File: src/rtl/bus_bridge_mc.sv
// CPU-to-peripheral bridge: decodes one CPU access against NUM_SLV address windows,
// forwards it to a single slave and completes it with a ready/error response.
module bus_bridge_mc #(
    parameter int                      NUM_SLV = 6,
    parameter int                      DATA_W  = 32,
    parameter logic [32*NUM_SLV-1:0]   BASE    = {NUM_SLV{32'h0}},
    parameter logic [32*NUM_SLV-1:0]   MASK    = {NUM_SLV{32'hFFFFF000}},
    parameter int                      TIMEOUT = 15
) (
    input  logic                      clk,
    input  logic                      rst_n,
    input  logic                      cpu_req,
    input  logic [31:0]               cpu_addr,
    input  logic                      cpu_wen,
    input  logic [DATA_W-1:0]         cpu_wdata,
    output logic [DATA_W-1:0]         cpu_rdata,
    output logic                      cpu_ready,
    output logic                      cpu_err,
    output logic [NUM_SLV-1:0]        slv_sel,
    output logic [31:0]               slv_addr,
    output logic                      slv_wen,
    output logic [DATA_W-1:0]         slv_wdata,
    input  logic [NUM_SLV*DATA_W-1:0] slv_rdata,
    input  logic [NUM_SLV-1:0]        slv_ready
);

    typedef enum logic [1:0] {IDLE, ACCESS, RESP} state_t;

    localparam logic [7:0]        TO_LIMIT = 8'(TIMEOUT);
    localparam logic [DATA_W-1:0] ERR_DATA = DATA_W'(32'hDEAD_BEEF);

    state_t              state;
    logic [7:0]          cnt;
    logic                hit;
    logic [NUM_SLV-1:0]  hit_oh;
    logic [31:0]         hit_base;
    logic                sel_ready;
    logic [DATA_W-1:0]   sel_rdata;

    // Scan from the top index down so the lowest matching window overrides the rest.
    always_comb begin
        hit      = 1'b0;
        hit_oh   = '0;
        hit_base = '0;
        for (int i = NUM_SLV - 1; i >= 0; i--) begin
            if ((cpu_addr & MASK[32*i +: 32]) == (BASE[32*i +: 32] & MASK[32*i +: 32])) begin
                hit       = 1'b1;
                hit_oh    = '0;
                hit_oh[i] = 1'b1;
                hit_base  = BASE[32*i +: 32];
            end
        end
    end

    // slv_sel is one-hot, so masking with it both picks and ignores unselected slaves.
    always_comb begin
        sel_ready = |(slv_ready & slv_sel);
        sel_rdata = '0;
        for (int i = 0; i < NUM_SLV; i++) begin
            if (slv_sel[i]) begin
                sel_rdata = sel_rdata | slv_rdata[DATA_W*i +: DATA_W];
            end
        end
    end

    always_ff @(posedge clk) begin
        if (!rst_n) begin
            state     <= IDLE;
            cnt       <= '0;
            slv_sel   <= '0;
            slv_wen   <= 1'b0;
            slv_addr  <= '0;
            slv_wdata <= '0;
            cpu_ready <= 1'b0;
            cpu_err   <= 1'b0;
            cpu_rdata <= '0;
        end else begin
            case (state)
                IDLE: begin
                    cpu_ready <= 1'b0;
                    cpu_err   <= 1'b0;
                    if (cpu_req) begin
                        slv_wdata <= cpu_wdata;
                        if (hit) begin
                            slv_sel  <= hit_oh;
                            slv_addr <= cpu_addr - hit_base;
                            slv_wen  <= cpu_wen;
                            cnt      <= '0;
                            state    <= ACCESS;
                        end else begin
                            cpu_ready <= 1'b1;
                            cpu_err   <= 1'b1;
                            cpu_rdata <= '0;
                            state     <= RESP;
                        end
                    end
                end
                ACCESS: begin
                    // A ready in the final wait cycle is checked first, so it beats the timeout.
                    if (sel_ready) begin
                        cpu_rdata <= slv_wen ? '0 : sel_rdata;
                        cpu_ready <= 1'b1;
                        cpu_err   <= 1'b0;
                        slv_sel   <= '0;
                        slv_wen   <= 1'b0;
                        state     <= RESP;
                    end else if (cnt + 8'd1 == TO_LIMIT) begin
                        cpu_rdata <= ERR_DATA;
                        cpu_ready <= 1'b1;
                        cpu_err   <= 1'b1;
                        slv_sel   <= '0;
                        slv_wen   <= 1'b0;
                        state     <= RESP;
                    end else begin
                        cnt <= cnt + 8'd1;
                    end
                end
                RESP: begin
                    cpu_ready <= 1'b0;
                    cpu_err   <= 1'b0;
                    state     <= IDLE;
                end
                default: state <= IDLE;
            endcase
        end
    end

endmodule

File: config.mk
export PLATFORM = sky130hd
export DESIGN_NAME = bus_bridge_mc
export DESIGN_NICKNAME = d
export VERILOG_FILES = /design/src/rtl/bus_bridge_mc.sv
export SDC_FILE = /design/constraint.sdc
export NUM_CORES = 1
export LEC_CHECK = 0
export ABC_AREA = 1
export CAP_MARGIN = 0
export CELL_PAD_IN_SITES_DETAIL_PLACEMENT = 0
export CELL_PAD_IN_SITES_GLOBAL_PLACEMENT = 2
export CORE_MARGIN = 1.5
export CORE_UTILIZATION = 18
export CTS_BUF_LIST = sky130_fd_sc_hd__clkbuf_2
export DETAILED_ROUTE_END_ITERATION = 12
export GPL_TIMING_DRIVEN = 0
export PLACE_DENSITY_LB_ADDON = 0.1
export SLEW_MARGIN = 5
export SYNTH_ARGS = -nofsm -noshare
export SYNTH_HDL_FRONTEND = slang
export SYNTH_SLANG_ARGS = --single-unit
export TNS_END_PERCENT = 50
File: constraint.sdc
create_clock -name clk -period 4.3 [get_ports clk]
set_input_delay 0.86 -clock clk [delete_from_list [all_inputs] [get_ports clk]]
set_output_delay 0.86 -clock clk [all_outputs]
set_load 0.02 [all_outputs]
Yosys cells after proc, flatten, opt, wreduce, memory -nomap -nowiden

Index checks and enable logic that the tools add are counted.

Bits in writable memories: 0
Logic and storage cells: 78
Memories kept: 0
Bits in latches: 0
Flip-flop bits (word level): 115
ROM bits: 0
Output and inout port bits: 105
Input port bits: 266

Shift-type cells: 0
Multipliers: 0
Equal/unequal tests: 9
Div/mod/pow operators: 0
Bitwise logic cells: 6
Muxes and demuxes: 41
Reduce and logical (&&, ||, !) cells: 12
$add $sub $neg: 1
Magnitude comparators: 0

Operators with widths:

| kind                  | number |
|---|---|
| $mux W32              | 11 |
| $or A32 B32 Y32       | 5 |
| $pmux W32 S2          | 1 |
| $logic_not A32 Y1     | 1 |
| $mux W8               | 4 |
| $mux W6               | 4 |
| $pmux W8 S2           | 1 |
| $pmux W6 S2           | 1 |
| $mux W1               | 11 |
| $ne A2 B2 Y1 const B  | 5 |
| $add A8 B1 Y8 const B | 1 |
| $eq A8 B4 Y1 const B  | 1 |
| $mux W2               | 4 |
| $reduce_and A4 Y1     | 2 |
| $and A6 B6 Y6         | 1 |
| $pmux W1 S3           | 2 |
| $reduce_and A2 Y1     | 3 |
| $reduce_or A6 Y1      | 1 |
| $reduce_and A5 Y1     | 1 |
| $pmux W2 S2           | 1 |
| $ne A3 B3 Y1 const B  | 1 |
| $reduce_and A3 Y1     | 1 |
| $reduce_bool A3 Y1    | 1 |
| $eq A2 B1 Y1 const B  | 1 |
| 4 further kinds       | 4 |

Depth between registers and ports, before layout

Gate-level depths: netlist of run 1.

Word-level depth: 14
Gate-level depth with buffers: 14
Mapped depth without buffers: 13

Least setup slack after synthesis of run 1

No wires, ideal clock.

Path type: input to register
From: input port cpu_addr[13]
To: register cnt[0]
Setup slack: 2231 ps
Data arrival time: 1953 ps
Stages: 9
Library setup time: 116 ps
Path buffers: 0
Data required time: 4184 ps
Path through: or2_0 > nor2_1 > nand2_1 > nand2_1 > nand2_1 > nor2_1 > nand2_1 > o21ai_0 > nor2_1

Cells in the longest elaborated chain, start to end: 4

Ends and longest elaborated chain:

| element                     | RTL line | text |
|---|---|---|
| from (decl)                 | 13       | `input logic [31:0] cpu_addr,` |
| $logic_not A32 Y1           | 46       | `if ((cpu_addr & MASK[32*i +: 32]) == (BASE[32*i +: 32] & MASK[32*i +: 32])) begin` |
| $mux W1                     | 46       |  |
| $ne A2 B2 Y1 (no line)      | --       |  |
| $reduce_and A5 Y1 (no line) | --       |  |
| to (signal assigned)        | 115      | `cnt <= cnt + 8'd1;` |
| to (decl)                   | 33       | `logic [7:0] cnt;` |

No other way between the ends.
A chain may end at the register's enable or synchronous reset.

Worst setup path after layout of run 1

From: register slv_wen
To: output port slv_wen

RTL lines:

| element                | RTL line | text |
|---|---|---|
| from (decl)            | 21       | `output logic slv_wen,` |
| from (signal assigned) | 87       | `slv_wen <= cpu_wen;` |

No word-level cell between the ends.

==> flow_summary.yaml, run 1 <==
power_and_ir_drop:
  pwr_density_cell_mw_per_mm2: 292
  ir_drop_v: 0.000158
  leakagePower_nw: 3.31
  power.total_mw: 2.22
clock_network:
  cts-root-buf: "clkbuf_2"
  insertion_delay_ps: 660
  numCtsBuffers: 9
  postCtsHoldBufs: 0
  clock_sinks: 110
  cts.htree.levels: 3
  tritoncts: "done"
  cts_resized: 0
  cts_setup_buffers: 0
  clk_pin_slew_ps: 390
  clockBufferDepth: 2
timing:
  fin_ws_ps: 1680
  hold_viol_final: 0
  setup_viol: 0
  slew_headroom_pct: 27.1
  fmax_ghz: 0.381
  rsz0062_at_grt: "false"
  tightest_slew_ps: 1080
  layout_min_cycle_time_ps: 2620
  finalCritPeriodShare_pct: 61.0
  tns_ps: 0
  hold_slack_ps: 471
  finalMaxSlewViolations: 0
  finalClockSkew_ps: 48.4
cells_and_area:
  fillerInstances: 3038
  final_core_util_pct: 28.0
  area_delta_synth_final_pct: 52.1
  finalNonFillerCells: 1339
  drive_gt1_share_pct: 5.28
  stdcell_area_mm2: 0.00760
  final_nets: 1232
  final_cell_mix: "clkdlybuf4s50_1, nand2_1, nor2_1"
  final_common_cell: "clkdlybuf4s50_1"
grt:
  grt_overflow: 0
  grt_pass1_vias: 5107
  top_usage_layer: "met2"
  grtUsageTotal_pct: 13.0
  grt_max_degree: 23
  grt_pass1_wl_mm: 28.9
  use_met3_pct: 6.11
  met2_usage_pct: 20.0
  antenna_found_initial: 1
  met1_usage_pct: 16.6
synth:
  yosysTopAreaCellShare_pct: 44.1
  ys_types: 26
  syn_inst: 747
  avgSynthCellArea_um2: 6.69
  ys_seq_area_share_pct: 44.1
  synth-seq-cells: 110
  syn_area_mm2: 0.00500
  synth_top_cell_by_area: "dfxtp_1"
  ys_warn_count: 0
  ys_top_cells_by_area: "dfxtp_1, nand2_1, nor2_1, inv_1, o21ai_0"
placed_design:
  dp.cells: 1322
  io_buffer_count: 199
  placed_cell_area_mm2: 0.00747
  dpl.hpwl_mm: 13.8
  place_congestion: 0.682
  pre_cts_ws_ps: 1110
floorplanning:
  die_h_um: 170
  die_area_mm2: 0.0288
  core_area_mm2: 0.0271
  die_x_um: 170
  ioPinCount: 371
  num_rows: 60
  start_util_pct: 18.4
routing:
  first_pass_iters: 4
  vias_per_cell: 3.81
  via_count: 5096
  drt_iter0_drc: 208
  wl_mm: 18.3
  wl_per_cell_um: 13.7
  drc: 0
  ant_nets: 0
worst_setup_path:
  critical_path_required_ps: 3440
  path_max_fanout: 4
  crit_chain: "clkdlybuf4s50_1"
  crit_type: "flip-flop to output pin"
  critPathBufInv: 1
  crit_arrival_ps: 1760
  critPathMaxStageDelay_ps: 680
  critPathCaptureType: "output pin"
  crit_family: "buffers and inverters"
  worst_path_max_delay_cell: "clkdlybuf4s50_1"
  crit_path_start_kind: "flip-flop"
run:
  maxCapViolCount: 0
run_status:
  outcome: "finished clean"
worst_hold_path:
  worstHoldPathType: "flip-flop to flip-flop"
## synthesized netlist by cell type
cell,number
buf_4,5
clkbuf_1,25
buf_8,1
buf_6,6
nor2_2,3
nand3_4,1
inv_1,95
dfxtp_1,110
nand3b_1,1
nor3_1,13
a21oi_1,13
inv_2,2
conb_1,1
or2_0,1
buf_1,5
nand4_1,32
buf_2,8
o21ai_0,51
ha_1,5
o21bai_1,1
o21ai_1,1
nand2_2,8
nand3_1,31
nand2_1,174
nand3_2,1
nor2_1,153
## final timing paths
path,cells after the start,end,slack (ps),startpoint
hold / removal,2,slv_addr[27]$_SDFFE_PN0P_,470,slv_addr[27]$_SDFFE_PN0P_
setup / recovery,1,slv_wen,1680,slv_wen$_SDFFE_PN0P_
hold reg to reg,2,slv_addr[27]$_SDFFE_PN0P_,470,slv_addr[27]$_SDFFE_PN0P_
setup reg to reg,9,cpu_rdata[8]$_SDFFE_PN0P_,1990,state[1]$_SDFFE_PN0P_
## final cells by class
class / instances / area [um2] / area share (%)
diodes: 1 / 2.50 / 0.0329
plain buffers: 50 / 273 / 3.59
clock buffers: 9 / 45.0 / 0.593
clock inverters: 7 / 85.1 / 1.12
inverters: 97 / 364 / 4.79
multi-input cells: 494 / 2170 / 28.6
flip-flops and latches: 110 / 2200 / 29.0
well taps: 372 / 465 / 6.12
repair buffers: 199 / 1990 / 26.2
## power by group
part | switching [mW] | total [mW] | internal [mW]
Sequential | 0.0361 | 1.13 | 1.09
Clock | 0.431 | 0.538 | 0.107
Combinational | 0.294 | 0.557 | 0.263
## layer usage
layer  up-vias  part of all wire (%)
li1       2723                     -
met3         8                    10
met2       157                    42
met1      2208                    47
met4         0                   1.1
met5         -                     0
## kinds of logic after synthesis
group / count (synthesis) / share of synthesized area (%)
simple gates: 418 / 35.2
buf+inv: 147 / 12.7
flops: 110 / 44.1
compound gates: 66 / 6.66
fa+ha+maj: 5 / 1.25
other cells: 1 / 0.0751
## sequential cells by signal (all words and copies together), names as in the netlist
register   count
cpu_err        1
cpu_rdata     32
cpu_ready      1
slv_wen        1
slv_wdata     32
state          2
slv_sel        1
cnt            8
slv_addr      32
Note: power is estimated with default switching activity, not from simulation.
==> inputs of run 2 (changes only) <==
- CORE_UTILIZATION: 18 -> 16
- clock period: 4.3 -> 2.7 ns (I/O delays scaled with it)
==> flow_summary.yaml, run 2 (synthesis results as in run 1) <==
worst_setup_path:
  crit_arrival_ps: 1780
  rrSetupSlack_ps: 380
  rr_startpoint: "state[0]$_SDFFE_PN0P_"
  worst_path_max_delay_cell: "clkdlybuf4s50_1"
  crit_family: "buffers and inverters"
  crit_start: "slv_wdata[24]$_SDFFE_PN0P_"
  critPathBufInv: 1
  critPathCaptureType: "output pin"
  critical_path_required_ps: 2160
  crit_chain: "clkdlybuf4s50_1"
  path_max_fanout: 2
  r2r_end: "cpu_rdata[14]$_SDFFE_PN0P_"
  critPathCapture: "slv_wdata[24]"
  r2r_cells: 8
  crit_type: "flip-flop to output pin"
  critPathMaxStageDelay_ps: 660
  crit_path_start_kind: "flip-flop"
  worst-path-stages: 1
routing:
  wl_per_cell_um: 14.2
  drc: 0
  vias_per_cell: 3.72
  first_pass_iters: 4
  ant_nets: 0
  via_count: 5078
  drt_iter0_drc: 212
  wl_mm: 19.4
cells_and_area:
  drive_gt1_share_pct: 5.28
  final_nets: 1232
  top_regs: "cpu_rdata x32, slv_addr x32, slv_wdata x32"
  area_delta_synth_final_pct: 52.7
  final_core_util_pct: 24.9
  final_cell_mix: "clkdlybuf4s50_1, nand2_1, nor2_1"
  stdcell_area_mm2: 0.00763
  fillerInstances: 3431
  final_common_cell: "clkdlybuf4s50_1"
floorplanning:
  core_area_mm2: 0.0307
  ioPinCount: 371
  die_h_um: 180
  die_area_mm2: 0.0323
  start_util_pct: 16.3
  die_x_um: 180
  num_rows: 64
timing:
  setup_viol: 0
  finalClockSkew_ps: 64.0
  finalCritPeriodShare_pct: 86.1
  slew_headroom_pct: 32.4
  tightest_slew_ps: 1010
  finalMaxSlewViolations: 0
  layout_min_cycle_time_ps: 2320
  hold_viol_final: 0
  fmax_ghz: 0.430
  hold_slack_ps: 383
  rsz0062_at_grt: "false"
grt:
  grtUsageTotal_pct: 12.1
  grt_max_degree: 23
  grt_pass1_vias: 5071
  grt_overflow: 0
  antenna_found_initial: 2
  grt_pass1_wl_mm: 30.2
clock_network:
  tritoncts: "done"
  cts_setup_buffers: 0
  cts-root-buf: "clkbuf_2"
  numCtsBuffers: 9
  clockBufferDepth: 2
  clock_sinks: 110
  cts.htree.levels: 3
  postCtsHoldBufs: 0
  insertion_delay_ps: 680
  cts_resized: 0
  clk_pin_slew_ps: 420
run:
  maxCapViolCount: 0
placed_design:
  dpl.hpwl_mm: 14.5
  placed_cell_area_mm2: 0.00750
  place_congestion: 0.682
  io_buffer_count: 199
worst_hold_path:
  worstHoldPathType: "input port to flip-flop"
power_and_ir_drop:
  leakagePower_nw: 3.31
  pwr_density_cell_mw_per_mm2: 467
  ir_drop_v: 0.000240
  power.total_mw: 3.56
run_status:
  outcome: "finished clean"
==> run 2: cell types whose count changed in the layout (fill, tap and decap cells not counted), sizes merged <==
cell,change
diode,+1
==> run 2: how the worst min path moves through the flow <==
stage	start	endpoint	slack (ps)	cells past startpoint
final	cpu_wdata[14]	slv_wdata[14]$_SDFFE_PN0P_	380	3
after CTS	cpu_wdata[14]	slv_wdata[14]$_SDFFE_PN0P_	290	3
after floorplan	cnt[7]$_SDFFE_PN0P_	cnt[7]$_SDFFE_PN0P_	440	2
after global routing	cpu_wdata[18]	slv_wdata[18]$_SDFFE_PN0P_	290	3
after global placement	slv_addr[21]$_SDFFE_PN0P_	slv_addr[21]$_SDFFE_PN0P_	440	2
after detailed placement	slv_addr[12]$_SDFFE_PN0P_	slv_addr[12]$_SDFFE_PN0P_	450	2
==> run 2: metrics by stage <==
stage	setup slack, ps	TNS, ps	cells
after global routing	211	0	1363
after global placement	-145	-899	1346
after detailed placement	-136	-798	1346
final	375	0	1364
after CTS	260	0	1362
after floorplan	946	0	751
==> run 2: power breakdown <==
| part | internal (mW) | total (mW) | switching (mW) |
|---|---|---|---|
| Combinational | 0.419 | 0.890 | 0.471 |
| Sequential | 1.74 | 1.80 | 0.0600 |
| Clock | 0.169 | 0.879 | 0.711 |
==> run 2: layout make-up <==
cell class | instances | area [um2] | area share (%)
Buffer | 50 | 273 | 3.57
Sequential cell | 110 | 2200 | 28.9
Multi-Input combinational cell | 494 | 2170 | 28.5
Clock buffer | 9 | 45.0 | 0.590
Timing Repair Buffer | 199 | 1990 | 26.1
Inverter | 97 | 364 | 4.77
Tap cell | 396 | 495 | 6.49
Antenna cell | 2 | 5.00 | 0.0656
Clock inverter | 7 | 82.6 | 1.08
==> run 2: per-layer routing <==
layer  GRT usage, %  share of wire, %  up-vias
met2           19.1                43      157
met4           2.70              0.93        0
met5              0                 0        -
li1               -                 -     2725
met1           14.7                46     2185
met3           6.00                10       11
==> run 2: worst reg2reg max path, stage by stage (launching register included) <==
cell and delay [ps]:
dfxtp_1 480, ha_1 160, buf_2 220, inv_1 150, nor3_1 830, nand2_1 130, nand4_1 140, nand2_1 60
nor2_1 70
